$ cat src/rtl/uart_pkg.sv
// Shared types and constants for the UART receiver.
package uart_pkg;

    localparam int DATA_BITS                = 8;
    localparam int CLK_PER_HALF_BIT_DEFAULT = 434;

    typedef enum logic [2:0] {
        IDLE,
        START,
        DATA,
        PARITY,
        STOP,
        BREAK
    } rx_state_t;

endpackage

$ cat src/rtl/rx_fifo.sv
// Show-ahead receive FIFO. The head byte is visible on dout without a pop.
// dout reads 0 when the FIFO is empty.
// A push into a full FIFO is accepted only when it comes with a pop in the
// same cycle. Otherwise the push is dropped and reported on overflow.
module rx_fifo
    import uart_pkg::*;
#(
    parameter int DEPTH_LOG2 = 2
) (
    input  logic                  clk,
    input  logic                  rst,
    input  logic                  push,
    input  logic [DATA_BITS-1:0]  din,
    input  logic                  pop,
    output logic [DATA_BITS-1:0]  dout,
    output logic                  full,
    output logic                  empty,
    output logic [DEPTH_LOG2:0]   count,
    output logic                  overflow
);

    localparam int DEPTH = 2 ** DEPTH_LOG2;

    logic [DATA_BITS-1:0]  mem [DEPTH];
    logic [DEPTH_LOG2-1:0] wptr, rptr;
    logic [DEPTH_LOG2:0]   count_q;
    logic                  do_push, do_pop;

    assign empty    = (count_q == '0);
    assign full     = (count_q == (DEPTH_LOG2+1)'(DEPTH));
    assign do_pop   = pop & ~empty;
    assign do_push  = push & (~full | do_pop);
    assign overflow = push & full & ~do_pop;
    assign count    = count_q;
    assign dout     = empty ? '0 : mem[rptr];

    // Pointers wrap naturally at the FIFO depth; count tracks occupancy.
    always_ff @(posedge clk or posedge rst) begin
        if (rst) begin
            wptr    <= '0;
            rptr    <= '0;
            count_q <= '0;
        end else begin
            if (do_push) wptr <= wptr + DEPTH_LOG2'(1);
            if (do_pop)  rptr <= rptr + DEPTH_LOG2'(1);
            if (do_push && !do_pop)      count_q <= count_q + (DEPTH_LOG2+1)'(1);
            else if (!do_push && do_pop) count_q <= count_q - (DEPTH_LOG2+1)'(1);
        end
    end

    // Storage needs no reset because empty masks the head.
    always_ff @(posedge clk) begin
        if (do_push) mem[wptr] <= din;
    end

endmodule

$ cat src/rtl/uart_rx.sv
// 8N1 UART receiver with a small receive FIFO and sticky error flags.
// Optional feature: define UART_RX_PARITY_EN to expect one even-parity bit
// after bit 7.
module uart_rx
    import uart_pkg::*;
#(
    parameter int CLK_PER_HALF_BIT = CLK_PER_HALF_BIT_DEFAULT,
    parameter int FIFO_DEPTH_LOG2  = 2
) (
    input  logic                     clk,
    input  logic                     rst,
    input  logic                     rxd,
    input  logic                     rd_en,
    input  logic                     clr_err,
    output logic [7:0]               rdata,
    output logic                     rx_ready,
    output logic [FIFO_DEPTH_LOG2:0] rx_count,
    output logic                     overrun,
    output logic                     frame_err,
    output logic                     parity_err
);

    localparam int CNT_W = $clog2(2 * CLK_PER_HALF_BIT);
    localparam int BIT_W = $clog2(DATA_BITS);

    localparam logic [CNT_W-1:0] HALF_LOAD = CNT_W'(CLK_PER_HALF_BIT - 1);
    localparam logic [CNT_W-1:0] FULL_LOAD = CNT_W'(2 * CLK_PER_HALF_BIT - 1);

    rx_state_t            state_q, state_d;
    logic [CNT_W-1:0]     cnt_q, cnt_d;
    logic [BIT_W-1:0]     bit_q, bit_d;
    logic [DATA_BITS-1:0] shift_q, shift_d;
    logic                 rxd_q;
    logic                 expire;
    logic                 push;
    logic                 set_frame;
    logic                 fifo_empty, fifo_full, fifo_ovf;

`ifdef UART_RX_PARITY_EN
    logic par_bad_q, par_bad_d;
    logic set_parity;
`endif

    assign expire = (cnt_q == '0);

    // State and datapath registers. Reset parks the FSM in BREAK, so a line
    // that is low when reset releases is not taken as a start bit.
    always_ff @(posedge clk or posedge rst) begin
        if (rst) begin
            state_q   <= BREAK;
            cnt_q     <= '0;
            bit_q     <= '0;
            shift_q   <= '0;
            rxd_q     <= 1'b1;
`ifdef UART_RX_PARITY_EN
            par_bad_q <= 1'b0;
`endif
        end else begin
            state_q   <= state_d;
            cnt_q     <= cnt_d;
            bit_q     <= bit_d;
            shift_q   <= shift_d;
            rxd_q     <= rxd;
`ifdef UART_RX_PARITY_EN
            par_bad_q <= par_bad_d;
`endif
        end
    end

    // Next-state logic and bit timing. Each bit is sampled at mid-bit.
    always_comb begin
        state_d   = state_q;
        cnt_d     = cnt_q;
        bit_d     = bit_q;
        shift_d   = shift_q;
        push      = 1'b0;
        set_frame = 1'b0;
`ifdef UART_RX_PARITY_EN
        par_bad_d  = par_bad_q;
        set_parity = 1'b0;
`endif
        case (state_q)
            IDLE: begin
                if (!rxd && rxd_q) begin
                    state_d = START;
                    cnt_d   = HALF_LOAD;
                end
            end
            START: begin
                if (!expire) begin
                    cnt_d = cnt_q - CNT_W'(1);
                end else if (!rxd) begin
                    state_d = DATA;
                    cnt_d   = FULL_LOAD;
                    bit_d   = '0;
`ifdef UART_RX_PARITY_EN
                    par_bad_d = 1'b0;
`endif
                end else begin
                    // The line went high again before mid-start, so this was a glitch.
                    state_d = IDLE;
                end
            end
            DATA: begin
                if (!expire) begin
                    cnt_d = cnt_q - CNT_W'(1);
                end else begin
                    shift_d = {rxd, shift_q[DATA_BITS-1:1]};
                    cnt_d   = FULL_LOAD;
                    if (bit_q == BIT_W'(DATA_BITS - 1)) begin
`ifdef UART_RX_PARITY_EN
                        state_d = PARITY;
`else
                        state_d = STOP;
`endif
                    end else begin
                        bit_d = bit_q + BIT_W'(1);
                    end
                end
            end
`ifdef UART_RX_PARITY_EN
            PARITY: begin
                if (!expire) begin
                    cnt_d = cnt_q - CNT_W'(1);
                end else begin
                    // Even parity: the data bits XORed with the parity bit must give 0.
                    par_bad_d  = (rxd != ^shift_q);
                    set_parity = (rxd != ^shift_q);
                    cnt_d      = FULL_LOAD;
                    state_d    = STOP;
                end
            end
`endif
            STOP: begin
                if (!expire) begin
                    cnt_d = cnt_q - CNT_W'(1);
                end else if (rxd) begin
`ifdef UART_RX_PARITY_EN
                    push = ~par_bad_q;
`else
                    push = 1'b1;
`endif
                    state_d = IDLE;
                end else begin
                    set_frame = 1'b1;
                    state_d   = BREAK;
                end
            end
            BREAK: begin
                if (rxd) state_d = IDLE;
            end
            default: state_d = IDLE;
        endcase
    end

    rx_fifo #(
        .DEPTH_LOG2 (FIFO_DEPTH_LOG2)
    ) u_fifo (
        .clk      (clk),
        .rst      (rst),
        .push     (push),
        .din      (shift_q),
        .pop      (rd_en),
        .dout     (rdata),
        .full     (fifo_full),
        .empty    (fifo_empty),
        .count    (rx_count),
        .overflow (fifo_ovf)
    );

    assign rx_ready = ~fifo_empty;

    // Sticky flags. When a flag is set in the same cycle as clr_err, the set wins.
    always_ff @(posedge clk or posedge rst) begin
        if (rst) begin
            overrun   <= 1'b0;
            frame_err <= 1'b0;
        end else begin
            overrun   <= (overrun & ~clr_err) | fifo_ovf;
            frame_err <= (frame_err & ~clr_err) | set_frame;
        end
    end

`ifdef UART_RX_PARITY_EN
    // Sticky parity flag, with the same clear and set behaviour as the others.
    always_ff @(posedge clk or posedge rst) begin
        if (rst) parity_err <= 1'b0;
        else     parity_err <= (parity_err & ~clr_err) | set_parity;
    end
`else
    assign parity_err = 1'b0;
`endif

    // fifo_full is internal only: it feeds the FIFO's own overflow decision.
    logic unused_full;
    assign unused_full = fifo_full;

endmodule

$ cat config.mk
export PLATFORM = sky130hd
export DESIGN_NAME = uart_rx
export DESIGN_NICKNAME = d
export VERILOG_FILES = /design/src/rtl/uart_pkg.sv /design/src/rtl/rx_fifo.sv /design/src/rtl/uart_rx.sv
export SDC_FILE = /design/constraint.sdc
export NUM_CORES = 1
export LEC_CHECK = 0
export CORE_MARGIN = 2
export CORE_UTILIZATION = 40
export CTS_CLUSTER_SIZE = 25
export DETAILED_ROUTE_END_ITERATION = 6
export SLEW_MARGIN = 10
export SYNTH_ARGS = -nofsm -noshare
export SYNTH_HDL_FRONTEND = slang
export SYNTH_HIERARCHICAL = 1
export SYNTH_SLANG_ARGS = --single-unit
$ cat constraint.sdc
create_clock -name clk -period 4.65 [get_ports clk]
set_input_delay 0.6975 -clock clk [delete_from_list [all_inputs] [get_ports clk]]
set_output_delay 0.6975 -clock clk [all_outputs]
set_load 0.01 [all_outputs]
==> results_dict.tcl <==
set metrics [dict create \
    outcome "finished, final reports clean" \
    switching_share_pct 25.11 \
    final_nets 270 \
    startpoint_type "flop" \
    regArea_um2 1815 \
    synth_area_per_cell_um2 13.48 \
    grt_antenna_before_repair 0 \
    die_h_um 93.00 \
    setup_repair_after_global_routing_missed_its_margin "false" \
    postSynthNetCount 250 \
    final-hold-violation-count 0 \
    multi_input_comb_area_um2 1252 \
    maxClockFrequency_mhz 335.0 \
    num-fill-cells 716 \
    cts.root.buffer_cell "sky130_fd_sc_hd__clkbuf_8" \
    synth_area_um2 3168 \
    vdd_ir_drop_max_mv 0.1398 \
    ant_nets 0 \
    required_ps 3950 \
    hold_end "overrun" \
    final_antenna_diode_count 0 \
    cts_repair_resize_count 0 \
    worstPathArrival_ps 2290 \
    layout_worst_path_cycle_share_pct 64.20 \
    io_pins 20 \
    min_path_type "flop to flop" \
    total_cts_buffers 9 \
    timing.final.max_slew_violations 0 \
    worstPathMaxFanout 10 \
    worst_slew_pin_slew_ps 696.6 \
    internal_power_w 0.001034 \
    startpoint "u_fifo/rptr[0]" \
    io_port_bufs 18 \
    drtPass1Iterations 4 \
    clock-sinks 66 \
    cap_viol_max_count 0 \
    layout-area-overhead-vs-synth_pct 15.28 \
    via_per_inst 5.163 \
    post-route-drc-count 0 \
    clockPowerShare_pct 38.0 \
    rr_endpoint "u_fifo/count[2]" \
    cts_buffer_depth 2 \
    post-cts-setup-buffers 0 \
    syn-instance-count 235 \
    grt.total_usage_pct 14.42 \
    layout.cells.most_common_list "32 x sky130_fd_sc_hd__edfxtp_1, 31 x sky130_fd_sc_hd__dfrtp_1, 18 x sky130_fd_sc_hd__clkdlybuf4s50_1" \
    initial_standard_cell_utilization_of_the_core_pct 41.21 \
    first_global_vias 1862 \
    layout.core_utilization_pct 47.51 \
    synth-warning-count 6 \
    fp.dieArea_um2 8648 \
    chipWidth_um 93.00 \
    clk_latency_ps 340 \
    gp_routability_congestion 0.7902 \
    fraction_of_power_consumed_by_combinational_cells_pct 11.9 \
    hold_path_depth 1 \
    hpwl_mm 3.705 \
    routed-via-count 1869 \
    avgRoutedWirePerCell_um 15.15 \
    rows 32 \
    pwr-share-seq_pct 50.2 \
    post_route_cells_drive_above_1_share_pct 18.08 \
    placeableCoreArea_um2 7687 \
    setup.reg_to_reg.worst_slack_ps 1740 \
    worst-setup-path-type "flop to output port" \
    p_per_area_nw_per_um2 378.1 \
    cts.hold.buffers_added 0 \
    p_switching_w 0.0003468 \
    drt_iter0_drc 65 \
    totalWireLength_mm 5.484 \
    period_needed_ps 2985 \
    hp-start "overrun" \
    clk_transition_reported_paths_ps 70 \
    reg2reg_from "cnt_q[1]" \
    grt.overflow.total 0 \
    final.setup_skew_ps 10.81 \
    p_total_w 0.001381 \
    endpoint_kind "output port" \
    setup_tns_ps 0 \
    timing.max_slew.rel_slack_pct 53.07 \
    count_of_h_tree_levels_built_during_cts 3 \
    first_pass_grt_wire_length_mm 9.528 \
    tritoncts "built" \
    p_leak_nw 1.486 \
    grt_start_max_net_pins 28 \
    total_of_endpoints_with_negative_setup_slack_in_the_final_report 0 \
    layout_commonest_cell "sky130_fd_sc_hd__edfxtp_1" \
    rr_worst_depth 13 \
]
-- power by group through the flow --
stage,Combinational [W],Clock (W),Sequential (W)
finish,0.000164,0.000524,0.000693
global route,0.000180,0.000559,0.000703
detailed placement,0.000168,0,0.000709
global placement,0.000163,0,0.000709
CTS,0.000168,0.000538,0.000697
floorplan,0.000134,0,0.000669
-- through the flow --
| stage | instance area, µm² | setup slack (ps) | std cells | hold WS [ps] |
|---|---|---|---|---|
| 2_1_floorplan | 3168 | 1996 | 235 | 472.4 |
| 3_3_place_gp | 3436 | 1839 | 346 | 464.8 |
| 3_5_place_dp | 3436 | 1761 | 346 | 469.5 |
| 4_1_cts | 3652 | 1599 | 362 | 485.4 |
| 5_1_grt | 3652 | 1500 | 362 | 504.7 |
| 6_report | 3652 | 1665 | 362 | 483.1 |
-- critical path, stage by stage, from the launching register on --
cell and delay [ps]:
sky130_fd_sc_hd__dfrtp_1 730, sky130_fd_sc_hd__mux4_2 580, sky130_fd_sc_hd__and2_1 170, sky130_fd_sc_hd__clkdlybuf4s50_1 470
-- final cells by class --
type,count,share of cell area [%]
clock inverter,7,2.535
timing repair buffer,19,5.139
clock buffer,9,3.392
tap,102,3.494
inverter,14,1.439
sequential,66,49.71
multi-input combinational,145,34.29
-- flip-flops by register name (all words and copies together), names as in the netlist --
name and cells:
bit_q 3, rxd_q 1, u_fifo/mem 32, overrun 1, shift_q 8, frame_err 1, u_fifo/count 3, state_q 3
cnt_q 10, u_fifo/rptr 2, u_fifo/wptr 2
-- routing by layer --
layer / global-route usage, % / share of wire [%] / wire length [µm] / up-vias
met4: 4.412 / 1.1 / 59 / 0
met2: 23.97 / 50 / 2744 / 23
met1: 18.54 / 46 / 2518 / 933
li1: - / - / - / 907
met3: 3.868 / 2.9 / 161 / 6
met5: 0 / 0 / 0 / -
-- how the worst max path moves through the flow --
stage | end | slack, ps | cells past startpoint
after floorplan | u_fifo/count[2] | 2000 | 14
after global placement | u_fifo/count[2] | 1840 | 10
after detailed placement | u_fifo/count[2] | 1760 | 13
after CTS | rdata[7] | 1600 | 3
after global routing | u_fifo/count[2] | 1500 | 13
final | rdata[7] | 1660 | 3
No activity file was read; power rests on OpenSTA's default activity.
